[src/rtl/spi_slave_gen.sv]
// spi_slave_gen -- SPI slave front-end for the SPI-wrapper RAM path.
//
// Deserialises MOSI command frames of FRAME_W = DATA_W+2 bits ({cmd[1:0], payload})
// and presents each complete frame on rx_data with a one-cycle rx_valid strobe.
// For a read-data frame (a read command while a read address is pending), the block
// waits for tx_valid, captures tx_data and shifts it out on MISO, MSB first.
//
// Parameters:
//   DATA_W      payload width (min 4); frame width is DATA_W+2
//   TX_TIMEOUT  max cycles to wait for tx_valid after the read-data frame; 0 = forever
//
// Ports:
//   clk, rst_n  clock (rising edge) and asynchronous active-low reset
//   SS_n        slave select, active low
//   MOSI        serial in, MSB first
//   tx_valid    tx_data valid from the RAM
//   tx_data     read data from the RAM
//   MISO        serial out, MSB first
//   rx_valid    one-cycle strobe, rx_data holds a complete frame
//   rx_data     {cmd[1:0], payload}; 00 wr-addr, 01 wr-data, 10 rd-addr, 11 rd-data
//   frame_err   one-cycle strobe on an aborted frame or a tx_valid timeout
//
// Optional feature macro: SPI_SLV_FRAME_ERR_EN. When undefined, frame_err is tied to 0
// and no error-detection logic exists.
//
// Handshake: tx_valid is only looked at while waiting in READ_DATA after the frame
// completed; the first tx_valid seen in that window is accepted, all others are ignored.

module spi_slave_gen #(
    parameter int DATA_W     = 8,
    parameter int TX_TIMEOUT = 16
) (
    input  logic              clk,
    input  logic              rst_n,
    input  logic              SS_n,
    input  logic              MOSI,
    input  logic              tx_valid,
    input  logic [DATA_W-1:0] tx_data,
    output logic              MISO,
    output logic              rx_valid,
    output logic [DATA_W+1:0] rx_data,
    output logic              frame_err
);

    localparam int   FRAME_W      = DATA_W + 2;
    localparam int   CNT_W        = $clog2(FRAME_W + 1);
    localparam int   TXC_W        = $clog2(DATA_W);
    localparam int   WAIT_W       = (TX_TIMEOUT > 1) ? $clog2(TX_TIMEOUT) : 1;
    localparam int   TIMEOUT_LAST = (TX_TIMEOUT > 0) ? TX_TIMEOUT - 1 : 0;
    localparam logic TIMEOUT_EN   = (TX_TIMEOUT > 0);

    typedef enum logic [2:0] {
        IDLE      = 3'd0,
        CHK_CMD   = 3'd1,
        WRITE     = 3'd2,
        READ_ADD  = 3'd3,
        READ_DATA = 3'd4
    } state_t;

    // Sub-phase of READ_DATA once the frame itself has been received.
    typedef enum logic [1:0] {
        RD_WAIT  = 2'd0,
        RD_SHIFT = 2'd1,
        RD_HOLD  = 2'd2
    } rd_phase_t;

    state_t             cs_q, ns;
    rd_phase_t          rd_phase_q, rd_phase_d;
    logic [CNT_W-1:0]   counter_q, counter_d;
    logic [FRAME_W-1:0] rx_data_q, rx_data_d;
    logic               rx_valid_q, rx_valid_d;
    logic               miso_q, miso_d;
    logic               rd_addr_pend_q, rd_addr_pend_d;
    logic [WAIT_W-1:0]  wait_cnt_q, wait_cnt_d;
    logic [DATA_W-1:0]  tx_sh_q, tx_sh_d;
    logic [TXC_W-1:0]   tx_cnt_q, tx_cnt_d;

    logic frame_done;
    logic timeout_hit;

    assign frame_done  = (counter_q == CNT_W'(FRAME_W));

    // Last wait cycle expired with no tx_valid; SS_n rising takes priority.
    assign timeout_hit = TIMEOUT_EN && (cs_q == READ_DATA) && !SS_n && frame_done &&
                         (rd_phase_q == RD_WAIT) && !tx_valid &&
                         (wait_cnt_q == WAIT_W'(TIMEOUT_LAST));

    always_comb begin
        ns             = cs_q;
        rd_phase_d     = rd_phase_q;
        counter_d      = counter_q;
        rx_data_d      = rx_data_q;
        rx_valid_d     = 1'b0;
        miso_d         = miso_q;
        rd_addr_pend_d = rd_addr_pend_q;
        wait_cnt_d     = wait_cnt_q;
        tx_sh_d        = tx_sh_q;
        tx_cnt_d       = tx_cnt_q;

        case (cs_q)
            IDLE: begin
                if (!SS_n) ns = CHK_CMD;
            end
            CHK_CMD: begin
                // The command-select bit steers the state only; it is not shifted in.
                if (SS_n)                ns = IDLE;
                else if (!MOSI)          ns = WRITE;
                else if (!rd_addr_pend_q) ns = READ_ADD;
                else                     ns = READ_DATA;
            end
            WRITE, READ_ADD, READ_DATA: begin
                if (SS_n) begin
                    // Deselect: drop everything in flight; rx_data keeps its last value.
                    ns         = IDLE;
                    counter_d  = '0;
                    rd_phase_d = RD_WAIT;
                    wait_cnt_d = '0;
                    tx_sh_d    = '0;
                    tx_cnt_d   = '0;
                    miso_d     = 1'b0;
                end else if (!frame_done) begin
                    rx_data_d = {rx_data_q[FRAME_W-2:0], MOSI};
                    counter_d = counter_q + CNT_W'(1);
                    if (counter_q == CNT_W'(FRAME_W - 1)) begin
                        rx_valid_d = 1'b1;
                        if (cs_q == READ_ADD)  rd_addr_pend_d = 1'b1;
                        if (cs_q == READ_DATA) rd_addr_pend_d = 1'b0;
                    end
                end else if (cs_q == READ_DATA) begin
                    case (rd_phase_q)
                        RD_WAIT: begin
                            if (tx_valid) begin
                                miso_d     = tx_data[DATA_W-1];
                                tx_sh_d    = {tx_data[DATA_W-2:0], 1'b0};
                                tx_cnt_d   = TXC_W'(DATA_W - 1);
                                rd_phase_d = RD_SHIFT;
                            end else if (timeout_hit) begin
                                rd_phase_d = RD_HOLD;
                            end else if (TIMEOUT_EN) begin
                                wait_cnt_d = wait_cnt_q + WAIT_W'(1);
                            end
                        end
                        RD_SHIFT: begin
                            if (tx_cnt_q != '0) begin
                                miso_d   = tx_sh_q[DATA_W-1];
                                tx_sh_d  = {tx_sh_q[DATA_W-2:0], 1'b0};
                                tx_cnt_d = tx_cnt_q - TXC_W'(1);
                            end else begin
                                miso_d     = 1'b0;
                                rd_phase_d = RD_HOLD;
                            end
                        end
                        default: miso_d = 1'b0;
                    endcase
                end
            end
            default: ns = IDLE;
        endcase
    end

`ifdef SPI_SLV_FRAME_ERR_EN
    logic frame_err_q, frame_err_d;
    logic abort_hit;

    // A partial frame is one with at least one bit shifted but not all of them.
    assign abort_hit   = (cs_q != IDLE) && SS_n && (counter_q != '0) && !frame_done;
    assign frame_err_d = abort_hit || timeout_hit;
    assign frame_err   = frame_err_q;
`else
    assign frame_err = 1'b0;
`endif

    always_ff @(posedge clk or negedge rst_n) begin
        if (!rst_n) begin
            cs_q           <= IDLE;
            rd_phase_q     <= RD_WAIT;
            counter_q      <= '0;
            rx_data_q      <= '0;
            rx_valid_q     <= 1'b0;
            miso_q         <= 1'b0;
            rd_addr_pend_q <= 1'b0;
            wait_cnt_q     <= '0;
            tx_sh_q        <= '0;
            tx_cnt_q       <= '0;
`ifdef SPI_SLV_FRAME_ERR_EN
            frame_err_q    <= 1'b0;
`endif
        end else begin
            cs_q           <= ns;
            rd_phase_q     <= rd_phase_d;
            counter_q      <= counter_d;
            rx_data_q      <= rx_data_d;
            rx_valid_q     <= rx_valid_d;
            miso_q         <= miso_d;
            rd_addr_pend_q <= rd_addr_pend_d;
            wait_cnt_q     <= wait_cnt_d;
            tx_sh_q        <= tx_sh_d;
            tx_cnt_q       <= tx_cnt_d;
`ifdef SPI_SLV_FRAME_ERR_EN
            frame_err_q    <= frame_err_d;
`endif
        end
    end

    assign MISO     = miso_q;
    assign rx_valid = rx_valid_q;
    assign rx_data  = rx_data_q;

endmodule

[config.mk]
export PLATFORM = sky130hd
export DESIGN_NAME = spi_slave_gen
export DESIGN_NICKNAME = d
export VERILOG_FILES = /design/src/rtl/spi_slave_gen.sv
export SDC_FILE = /design/constraint.sdc
export NUM_CORES = 1
export LEC_CHECK = 0
export ABC_CLOCK_PERIOD_IN_PS = 3200
export CORE_MARGIN = 2
export CORE_UTILIZATION = 40
export CTS_BUF_LIST = sky130_fd_sc_hd__clkbuf_8
export DETAILED_ROUTE_END_ITERATION = 8
export DONT_BUFFER_PORTS = 1
export PLACE_DENSITY = 0.61
export SYNTH_ARGS = -nofsm -noshare
export SYNTH_HDL_FRONTEND = slang
export SYNTH_SLANG_ARGS = --single-unit
export TNS_END_PERCENT = 100
[constraint.sdc]
create_clock -name clk -period 3.2 [get_ports clk]
set_input_delay 0.32 -clock clk [delete_from_list [all_inputs] [get_ports clk]]
set_output_delay 0.32 -clock clk [all_outputs]
set_load 0.03 [all_outputs]
==> run metrics <==
number of sinks handled by clock tree synthesis=36; count of state elements after synthesis=36; remaining max-slew budget at the tightest pin=0.4310; Worst EP required=~3.4 ns; endpoint type of the worst setup path=flop; Critical Path Source=cs_q[2]; post-synthesis cell type with the largest combined area=sky130_fd_sc_hd__dfrtp_1; number of enable-type register cells in the synthesized netlist=0; critical path type=flop to flop; Routed met1 length=roughly 1900 um; maximum capacitance violations=0; uppermost layer routed=met4; clock latency of the later-clocked register in the worst-skew pair=a little under 0.3 ns; Detailed Route WL=4125 um; cells along the critical path=or3b_4 -> o21a_1 -> nor3_4 -> mux2_2; placed wire-length estimate=2874 um; metal3 WL=between 150 and 200 um; most common cell after layout, fill and taps aside=sky130_fd_sc_hd__dfrtp_1; total routing usage reported by global routing=0.1726; NumNets Final=a little under 200; Avg WL per Cell=between 15 and 20 um; crit path time final=around 2.3 ns; number of endpoints with negative hold slack in the final report=0; post-synthesis cell count=between 150 and 200; largest driver fanout on the critical path=11; number of unique standard cell types used by synthesis=just under 50; Post-Syn Nets=201; leakage=approximately 0.00090 uW; predominant post-synthesis flop cell=sky130_fd_sc_hd__dfrtp_1; Max Fclk=between 0.4 and 0.5 GHz; antenna violation net count after detailed routing=0; top-area cell type share of the netlist area=0.4681; most used cells in the layout excluding fill and tap cells=36 x sky130_fd_sc_hd__dfrtp_1, 11 x sky130_fd_sc_hd__nand2_1, 10 x sky130_fd_sc_hd__nor2_1, 10 x sky130_fd_sc_hd__mux2_2, 9 x sky130_fd_sc_hd__o21ai_0; global-route wire length before repair=~7000 um; Worst-Margin Slew=0.8518 ns; amount of wire on met2 after detailed routing=slightly above 2000 um; sequential fraction of the synthesis area=0.4681; cell area after synthesis=approximately 1900 um^2; number of cell rows=25; Slowest-stage cell, CP=sky130_fd_sc_hd__dfrtp_1; post-CTS resize count=0; buffer type at the clock tree root=sky130_fd_sc_hd__clkbuf_8; clock-pin transition on the worst setup and hold timing paths=roughly 0.08 ns; number of CTS-inserted buffers=5; area growth from synthesis to layout=8.128%; number of failing setup endpoints in the final timing report=0; number of warning messages in the yosys log=0; number of top-level pins=26; vias in the first global route=roughly 1500; H-tree levels=2; highest cell delay on the worst timing path=about 0.50 ns; Filler Cells Inserted=440; post-synthesis area per instance=10.57 um^2; startpoint of the most critical hold path=SS_n; power density relative to cell area=approximately 710 nW/um^2; Vias/cell=a little under 6; drt pass-1 iters=4; startpoint of the worst register-to-register path=cs_q[2]; RSZ-0062 raised after global routing=false; diode insertion count for antenna repair=0; final hold slack=roughly 0.10 ns; share of async-settable or async-resettable flops after synthesis=1.000; standard cell core area=4692 um^2; highest ir drop seen on vdd=around 330 uV; Vias=about 1400; run status=finished clean; DRC errors left=0; pin count of the biggest net entering global routing=37; number of pins with negative max-slew slack in the final report=0; startpoint class of the critical path=flop; die outline height=73.36 um; starting DRC count in detailed routing=64; Chip Width=73.36 um; DIE AREA=5382 um^2; routability congestion estimate=about 0.87; I/O Buffers=0; post-layout util=0.4435; overall overflow remaining after global route=0; clock buffer depth=2; layout cell share with drive strength beyond 1=0.1381; Fin Setup TNS=0 ns; initial antenna violation count=0; Area contributors post-synth=sky130_fd_sc_hd__dfrtp_1 47%, sky130_fd_sc_hd__mux2_2 5.9%, sky130_fd_sc_hd__mux2i_1 4.2%; hold crit path type=input port to flop; CTS tree=done; final clock period utilization by the worst path=0.7054; Setup Buffers After CTS=0; arrival time worst endpoint=2.43 ns; worst-case clock skew=between 0.008 and 0.009 ns; Initial Utilization=0.4101
## path summary, 6_finish.rpt
check                                 to  slack, ns  cells after the start
setup / recovery              rx_data[8]       0.94                      4
hold / removal                   cs_q[1]       0.10                      1
setup reg to reg              rx_data[8]       0.94                      4
hold reg to reg              tx_cnt_q[1]       0.50                      1
max in group asynchronous       rx_valid       2.52                      2
min in group asynchronous  wait_cnt_q[2]       0.49                      2
## where the power goes
group,total (uW),switching (uW),internal [uW]
Combinational,315,163,152
Clock,398,168,230
Sequential,757,212,545
Total,1470,542,928
## worst max-delay path, delay by kind of cell (launching register included)
| kind | cells | cell delay, ns |
|---|---|---|
| mux | 1 | 0.39 |
| simple gates | 2 | 0.94 |
| compound gates | 1 | 0.30 |
| flops | 1 | 0.50 |
## state kept, by name (all words and copies together), names as in the netlist
name,cells
counter_q,4
MISO,1
tx_cnt_q,3
cs_q,3
rd_addr_pend_q,1
wait_cnt_q,4
rd_phase_q,2
rx_data,10
rx_valid,1
tx_sh_q,7
## cell usage after synthesis (all sizes together), types with 2 or more instances
cell type,instances
nor3,9
a41oi,2
a21oi,4
a31oi,3
clkbuf,5
nand2,11
a22oi,3
nor4,2
o22ai,2
o2bb2ai,8
mux2,10
buf,6
nand2b,2
o22a,2
and3b,2
mux2i,8
and2,2
o21a,2
ha,6
nand3b,2
o21ai,11
nor2b,4
inv,8
nand3,4
nor2,10
nand4b,2
dfrtp,36
## through the flow
| step | setup WS (ns) | instance area, um^2 | power, uW | instances |
|---|---|---|---|---|
| 2_1_floorplan | 1.289 | 1924 | 1008 | 182 |
| 3_3_place_gp | 1.028 | 1939 | 1047 | 225 |
| 3_5_place_dp | 0.9646 | 1939 | 1071 | 225 |
| 4_1_cts | 0.9349 | 2081 | 1485 | 235 |
| 5_1_grt | 0.7911 | 2081 | 1570 | 235 |
| 6_report | 0.9426 | 2081 | 1470 | 235 |
## per-layer routing
| layer | up-vias | GRT usage |
|---|---|---|
| met5 | - | 0 |
| met4 | 0 | 0.06667 |
| met3 | 4 | 0.04801 |
| met2 | 26 | 0.2923 |
| met1 | 692 | 0.2082 |
| li1 | 660 | - |
## repair_timing
item / in CTS / in global routing
endpoints found under the setup margin: 0 / 0
endpoints found under the hold margin: 36 / 0
hold buffers: 2 / 0
## final cells by class
type / count / area [um^2] / area share
multi-input combinational: 127 / 940.9 / 0.4522
sequential: 36 / 900.9 / 0.4330
clock buffer: 5 / 68.82 / 0.03307
tap: 54 / 67.56 / 0.03247
clock inverter: 3 / 42.54 / 0.02044
timing repair buffer: 2 / 30.03 / 0.01443
inverter: 8 / 30.03 / 0.01443
## cell families (layout without fill, tap and decap cells)
logic type / after synthesis / count (layout) / share of synthesized area
AND/OR/NAND/NOR: 57 / 57 / 0.1788
AO/OA/AOI/OAI: 45 / 45 / 0.1691
flip-flops: 36 / 36 / 0.4681
buffers and inverters: 19 / 18 / 0.04291
multiplexers: 18 / 18 / 0.1001
adder cells (fa/ha/maj): 6 / 6 / 0.03901
other: 1 / 1 / 0.001949
(Power assumes the default switching activity.)
